**src/rtl/seq_mag_comparator_pkg.sv**
```systemverilog
// +--------------------------------------------------------------------------+
// | seq_mag_comparator_pkg : state encoding and default sizing               |
// | Rev 1.0                                                                  |
// +--------------------------------------------------------------------------+
`default_nettype none

package seq_mag_comparator_pkg;

  typedef enum logic [1:0] {
    IDLE = 2'd0,
    SCAN = 2'd1,
    DONE = 2'd2
  } state_t;

  localparam int WIDTH_DEF = 8;
  localparam int DIGIT_DEF = 2;

  // Index counter width; a single-digit compare still needs one bit.
  function automatic int idx_width(input int ndig);
    return (ndig > 1) ? $clog2(ndig) : 1;
  endfunction

endpackage

`default_nettype wire

```
**src/rtl/seq_mag_comparator_cmp_slice.sv**
```systemverilog
// +--------------------------------------------------------------------------+
// | cmp_slice : combinational DIGIT-bit less/equal/greater comparator        |
// | Rev 1.0                                                                  |
// +--------------------------------------------------------------------------+
`default_nettype none

module cmp_slice #(
  parameter int DIGIT = 2
) (
  input  logic [DIGIT-1:0] a_i,
  input  logic [DIGIT-1:0] b_i,
  output logic             lt_o,
  output logic             eq_o,
  output logic             gt_o
);

  assign lt_o = (a_i <  b_i);
  assign eq_o = (a_i == b_i);
  assign gt_o = (a_i >  b_i);

endmodule

`default_nettype wire

```
**src/rtl/seq_mag_comparator.sv**
```systemverilog
// +--------------------------------------------------------------------------+
// | seq_mag_comparator : digit-serial MSB-first magnitude comparator with    |
// | early exit; define SEQ_CMP_SIGNED_EN to add the signed_mode port. Rev 1.0|
// +--------------------------------------------------------------------------+
`default_nettype none

module seq_mag_comparator
  import seq_mag_comparator_pkg::*;
#(
  parameter int WIDTH = WIDTH_DEF,
  parameter int DIGIT = DIGIT_DEF
) (
  input  logic             clk,
  input  logic             rst,
  input  logic             start,
  input  logic [WIDTH-1:0] A,
  input  logic [WIDTH-1:0] B,
`ifdef SEQ_CMP_SIGNED_EN
  input  logic             signed_mode,
`endif
  output logic             busy,
  output logic             done,
  output logic             A_less_B,
  output logic             A_equal_B,
  output logic             A_greater_B
);

  localparam int                c_NDIG    = WIDTH / DIGIT;
  localparam int                c_IDXW    = idx_width(c_NDIG);
  localparam logic [c_IDXW-1:0] c_IDX_MSB = c_IDXW'(c_NDIG - 1);

  state_t              state_q, state_d;
  logic [WIDTH-1:0]    a_q, b_q;
  logic [c_IDXW-1:0]   idx_q;
  logic                lt_q, eq_q, gt_q;
  logic [WIDTH-1:0]    w_a_eff, w_b_eff;
  logic [DIGIT-1:0]    w_a_dig, w_b_dig;
  logic                w_slc_lt, w_slc_eq, w_slc_gt;
  logic                w_accept;

  assign w_accept = start && (state_q != SCAN);

`ifdef SEQ_CMP_SIGNED_EN
  logic sm_q;

  // Flipping both sign bits maps two's-complement order onto unsigned order.
  always_comb begin
    w_a_eff = a_q;
    w_b_eff = b_q;
    if (sm_q) begin
      w_a_eff[WIDTH-1] = ~a_q[WIDTH-1];
      w_b_eff[WIDTH-1] = ~b_q[WIDTH-1];
    end
  end

  always_ff @(posedge clk) begin
    if (rst)           sm_q <= 1'b0;
    else if (w_accept) sm_q <= signed_mode;
  end
`else
  assign w_a_eff = a_q;
  assign w_b_eff = b_q;
`endif

  assign w_a_dig = w_a_eff[idx_q*DIGIT +: DIGIT];
  assign w_b_dig = w_b_eff[idx_q*DIGIT +: DIGIT];

  cmp_slice #(
    .DIGIT (DIGIT)
  ) u_cmp_slice (
    .a_i  (w_a_dig),
    .b_i  (w_b_dig),
    .lt_o (w_slc_lt),
    .eq_o (w_slc_eq),
    .gt_o (w_slc_gt)
  );

  always_ff @(posedge clk) begin
    if (rst) state_q <= IDLE;
    else     state_q <= state_d;
  end

  always_comb begin
    state_d = state_q;
    case (state_q)
      IDLE:    if (start) state_d = SCAN;
      SCAN:    if (!w_slc_eq || (idx_q == '0)) state_d = DONE;
      DONE:    state_d = start ? SCAN : IDLE;
      default: state_d = IDLE;
    endcase
  end

  always_comb begin
    busy = (state_q == SCAN);
    done = (state_q == DONE);
  end

  // Operands, index and result flags; flags only change on the edge into DONE.
  always_ff @(posedge clk) begin
    if (rst) begin
      a_q   <= '0;
      b_q   <= '0;
      idx_q <= '0;
      lt_q  <= 1'b0;
      eq_q  <= 1'b0;
      gt_q  <= 1'b0;
    end else if (w_accept) begin
      a_q   <= A;
      b_q   <= B;
      idx_q <= c_IDX_MSB;
    end else if (state_q == SCAN) begin
      if (!w_slc_eq) begin
        lt_q <= w_slc_lt;
        eq_q <= 1'b0;
        gt_q <= w_slc_gt;
      end else if (idx_q == '0) begin
        lt_q <= 1'b0;
        eq_q <= 1'b1;
        gt_q <= 1'b0;
      end else begin
        idx_q <= idx_q - c_IDXW'(1);
      end
    end
  end

  assign A_less_B    = lt_q;
  assign A_equal_B   = eq_q;
  assign A_greater_B = gt_q;

endmodule

`default_nettype wire
```
**config.mk**
```make
export PLATFORM = sky130hd
export DESIGN_NAME = seq_mag_comparator
export DESIGN_NICKNAME = d
export VERILOG_FILES = /design/src/rtl/seq_mag_comparator_pkg.sv /design/src/rtl/seq_mag_comparator_cmp_slice.sv /design/src/rtl/seq_mag_comparator.sv
export SDC_FILE = /design/constraint.sdc
export NUM_CORES = 1
export LEC_CHECK = 0
export CAP_MARGIN = 5
export CORE_MARGIN = 5
export CORE_UTILIZATION = 50
export DETAILED_ROUTE_END_ITERATION = 12
export PLACE_DENSITY = 0.79
export REMOVE_ABC_BUFFERS = 1
export SLEW_MARGIN = 0
export SYNTH_ARGS = -nofsm -noshare
export SYNTH_HDL_FRONTEND = slang
export SYNTH_SLANG_ARGS = --single-unit
export TNS_END_PERCENT = 1
```
**constraint.sdc**
```tcl
create_clock -name clk -period 2.8 [get_ports clk]
set_input_delay 0.42 -clock clk [delete_from_list [all_inputs] [get_ports clk]]
set_output_delay 0.42 -clock clk [all_outputs]
set_load 0.005 [all_outputs]
```
Yosys cells after proc, flatten, opt, wreduce, memory -nomap -nowiden. Cells that the tools add are included.

Reductions and logical operators: 10. Shift operators: 2. Bitwise gates (word level): 1. Equal/unequal tests: 8. $add $sub $neg: 1. $lt $le $gt $ge: 2. Muxes and demuxes: 13.

Operator list (number): indexed part select 8 x 4 -> 2 bit (2); 2-to-1 mux 2 bit (6); 2-to-1 mux 1 bit (6); != test 2 x 1 -> 1 bit, second input constant (3); one-hot mux 2 bit (3 select lines) (1); AND reduction 3 bit (2); logical NOT 2 bit (2); != test 2 bit, second input constant (2); nonzero test 2 bit (2); == test 2 x 1 -> 1 bit, second input constant (1); == test 2 bit (1); == test 2 bit, second input constant (1); greater-than comparator 2 bit (1); < comparator 2 bit (1); AND reduction 2 bit (1); subtractor 2 x 1 -> 2 bit, second input constant (1); logical AND 1 bit (1); logical NOT 1 bit (1); logical OR 1 bit (1); NOT 1 bit (1).

Input port bits: 19. Logic and storage cells: 44. Register bits after elaboration: 23. Output and inout bits: 5.

Depth between registers and ports, before layout.
Word-level depth: 6. Gate-level depth with buffers: 8. Gate-level depth less buffers: 6.

By module. A second synthesis with hierarchy kept.

Cells, all modules: 119. Area, all modules: 1092.3 µm².

Modules (own cells, without submodules): seq_mag_comparator (times used 1, area each 1029.7 µm², sequential area each 460.4 µm², cells each 110); cmp_slice (times used 1, area each 62.6 µm², sequential area each 0.0 µm², cells each 9).

Worst setup path after synthesis. No wires, ideal clock.

Path type: reg-to-reg. From: register idx_q[0]. To: register idx_q[1]. Stages on the path, launching flop included: 8. Clock period less this slack: 1904 ps. Slack: 896 ps. Required time: 2730 ps. Data arrival time: 1834 ps. Library setup time: 70 ps. Path buffers: 2. Path through: dfxtp_1 > buf_6 > mux4_2 > ha_1 > and3b_1 > buf_2 > a31o_1 > a21oi_1.

Word-level cells in the longest chain between the ends: 5. Elaborated cells between the ends (all ways): 12. Those cells by class: 1 x add/sub; 2 x eq/ne; 2 x shift; 4 x mux; 3 x reduce/logical.

RTL lines: start: declaration (line seq_mag_comparator.sv:34) `logic [c_IDXW-1:0] idx_q;`; start signal: assignment (line seq_mag_comparator.sv:110) `idx_q <= c_IDX_MSB;`; start signal: assignment (line seq_mag_comparator.sv:121) `idx_q <= idx_q - c_IDXW'(1);`; branches (longest 5 deep; another with indexed part select 8 x 4 -> 2 bit).

Several ways; the timed one is not identified. The select of a mux whose other input is x is not followed. A chain may end at the register's enable or synchronous reset.

Final worst setup path.
From: register state_q[0]. To: output port busy.

Word-level cells in the longest chain between the ends: 1.

RTL lines: start: declaration (line seq_mag_comparator.sv:32) `state_t state_q, state_d;`; start signal: assignment (line seq_mag_comparator.sv:80) `else state_q <= state_d;`; == test 2 x 1 -> 1 bit (line seq_mag_comparator.sv:94) `busy = (state_q == SCAN);`; end: declaration (line seq_mag_comparator.sv:21) `output logic busy,`.

Every way passes these cells.

==> results.yml <==
timing:
  tightest_slew_ns: 0.7895
  slew_viol_final: 0
  fin_skew_ns: 0.003249
  finalCriticalPeriod_ns: 2.223
  rsz0062_at_grt: "false"
  fin_ws_ns: 0.5767
  final-setup-viol-count: 0
  period_share_pct: 79.40
  hold_viol: 0
  slew_headroom_pct: 47.21
  timing.setup.tns_ns: 0
  fmax_mhz: 449.8
detailed_routing:
  remaining_drc_errors: 0
  first_iter_violations: 10
  via_count: 918
  antenna_left: 0
  wl_per_cell_um: 13.34
  dr.pass1.iters: 4
  wirelength_um: 2175
  via_per_inst: 5.632
power_and_ir_drop:
  leakage_nw: 0.4689
  max-vdd-ir-drop_mv: 0.3591
  power.total_mw: 0.6768
  power.density_nw_per_um2: 521.6
clock_tree:
  clk_pin_slew_ns: 0.12
  cts_tree: "done"
  clock_latency_ns: 0.31
  numCtsBuffers: 3
  cts_hold_buf: 0
  htreeDepth: 1
  cts-resized-gates: 0
  clock-sinks: 23
  clk_path_buf_depth: 2
  root_buffer: "clkbuf_4"
  cts_post_setup_buffers_inserted: 0
outcome:
  status: "completed"
finish:
  nNetsFinal: 159
  antenna_cells: 0
  nFillCells: 177
  postLayoutCoreUtil_pct: 64.81
  drive_above_1_share_pct: 7.353
  area_delta_synth_final_pct: 21.71
  fin_cells: 163
  final_cell_mix: "a21oi_1 (24), dfxtp_1 (23), clkdlybuf4s50_1 (23)"
  mostFrequentLayoutCell: "a21oi_1"
floorplan:
  fp-row-count: 16
  num_io_pins: 24
  fp.dieW_um: 56.18
  core_um2: 2002
  dieArea_um2: 3156
  die_h_um: 56.18
  initial_core_util_pct: 53.25
synth:
  synthesis.area_um2: 1066
  yosysTopAreaCell: "dfxtp_1"
  ys_seq_area_share_pct: 43.19
  yosys_warnings: 0
  synth_top_area_share_pct: 43.19
  yosys_register_bits: 23
  postSynthCellCount: 119
  synthTopCellsByArea: "dfxtp_1 (43%), a21oi_1 (11%), mux4_2 (8.5%), nand3_1 (7.5%), o21ai_0 (7.5%)"
  avgSynthCellArea_um2: 8.958
  synth.distinct_cells: 23
setup_path:
  critical_path_class: "reg2out"
  timing.rr.start: "idx_q[0]"
  critPathLaunchType: "flop"
  end_kind: "primary output"
  cp_max_fo: 23
  crit-reg2reg-capture: "idx_q[0]"
  critical_path.slowest_cell: "clkdlybuf4s50_1"
  rrSetupSlack_ns: 0.71
  cp_slowest_stage_delay_ns: 0.58
  crit_chain: "nand2b_4 > inv_2 > clkdlybuf4s50_1"
  cp.required_ns: 2.38
  r2r_cells: 5
  cp.arrival_ns: 1.80
grt:
  grt_first_pass_wirelength_um: 3712
  grt_start_max_net_pins: 24
  antenna_found_initial: 0
  grt_pass1_vias: 896
  track_usage_pct: 14.51
  overflow: 0
hold_path:
  hp-class: "reg2reg"
  whs_path_depth: 2
  hold_path_end: "b_q[0]"
  hp-start: "b_q[0]"
run:
  drv_cap: 0
placed_design:
  port_buffers: 23
  dp_hpwl_um: 1493
  dp.cells: 159
  dp_slack_ns: 0.7064
  gp_congestion: 0.7669
-- layout make-up --
class                   instances  area (um^2)  area share (%)
inverters                       7        26.28           2.025
repair buffers                 24        237.7           18.32
multi-input cells              78        513.0           39.54
well taps                      27        33.78           2.604
flip-flops and latches         23        460.4           35.49
clock buffers                   4        26.28           2.025
-- critical path: cells and delay by family (launching register included) --
family                 cells  cell delay [ns]
buffers and inverters      2             0.90
DFF                        1             0.41
and+or+nand+nor            1             0.18
-- metrics by stage --
stage,cell area (um^2),hold WS [ns]
final,1297,0.4833
after global routing,1297,0.5057
after CTS,1297,0.4838
after detailed placement,1271,0.4663
after global placement,1271,0.4633
after floorplan,999.7,0.4443
-- cell usage after synthesis --
| cell type | instances |
|---|---|
| a221o_1 | 1 |
| nand2_1 | 2 |
| a31o_1 | 2 |
| ha_1 | 3 |
| a21oi_1 | 24 |
| and3b_1 | 1 |
| nand3_1 | 16 |
| a211oi_1 | 1 |
| dfxtp_1 | 23 |
| buf_2 | 5 |
| buf_6 | 1 |
| clkbuf_1 | 2 |
| nor2b_1 | 1 |
| nand2b_4 | 1 |
| nor3_1 | 1 |
| mux4_2 | 4 |
| buf_4 | 3 |
| inv_2 | 1 |
| o21ai_1 | 2 |
| nand4_1 | 1 |
| nand2b_1 | 2 |
| o21ai_0 | 16 |
| inv_1 | 6 |
-- kinds of logic after synthesis --
kind of cell | count (synthesis) | share of synthesized area (%)
AO/OA/AOI/OAI | 46 | 23.01
multiplexers | 4 | 8.451
flip-flops | 23 | 43.19
adder cells (fa/ha/maj) | 3 | 3.522
buffers and inverters | 18 | 8.685
AND/OR/NAND/NOR | 25 | 13.15
-- layer usage --
layer  vias up  wire length [um]  global-route usage, %
met5         -                 0                      0
met4         0                40                  7.119
met3         5               128                  2.784
met2        30               997                  24.87
met1       417              1007                  17.11
li1        466                 -                      -
-- registers in the layout, summed over array words and instances, names as in the netlist --
| name | cells |
|---|---|
| A_less_B | 1 |
| A_equal_B | 1 |
| b_q | 8 |
| A_greater_B | 1 |
| state_q | 2 |
| idx_q | 2 |
| a_q | 8 |
-- worst max path at each step --
stage                     from        to  slack (ns)  cells after the start
floorplan             idx_q[0]  idx_q[0]        0.88                      5
global placement      idx_q[0]  idx_q[0]        0.78                      5
detailed placement    idx_q[0]  idx_q[0]        0.71                      5
CTS                 state_q[0]      busy        0.58                      3
global route        state_q[0]      busy        0.48                      3
finish              state_q[0]      busy        0.58                      3
-- where the power goes --
group	total [mW]	internal (mW)	switching [mW]	leakage, nW
clock network	0.152	0.0556	0.0963	0.0150
logic	0.155	0.0801	0.0744	0.265
registers	0.370	0.352	0.0187	0.189
total	0.677	0.487	0.189	0.469
Note: power is estimated with default switching activity, not from simulation.
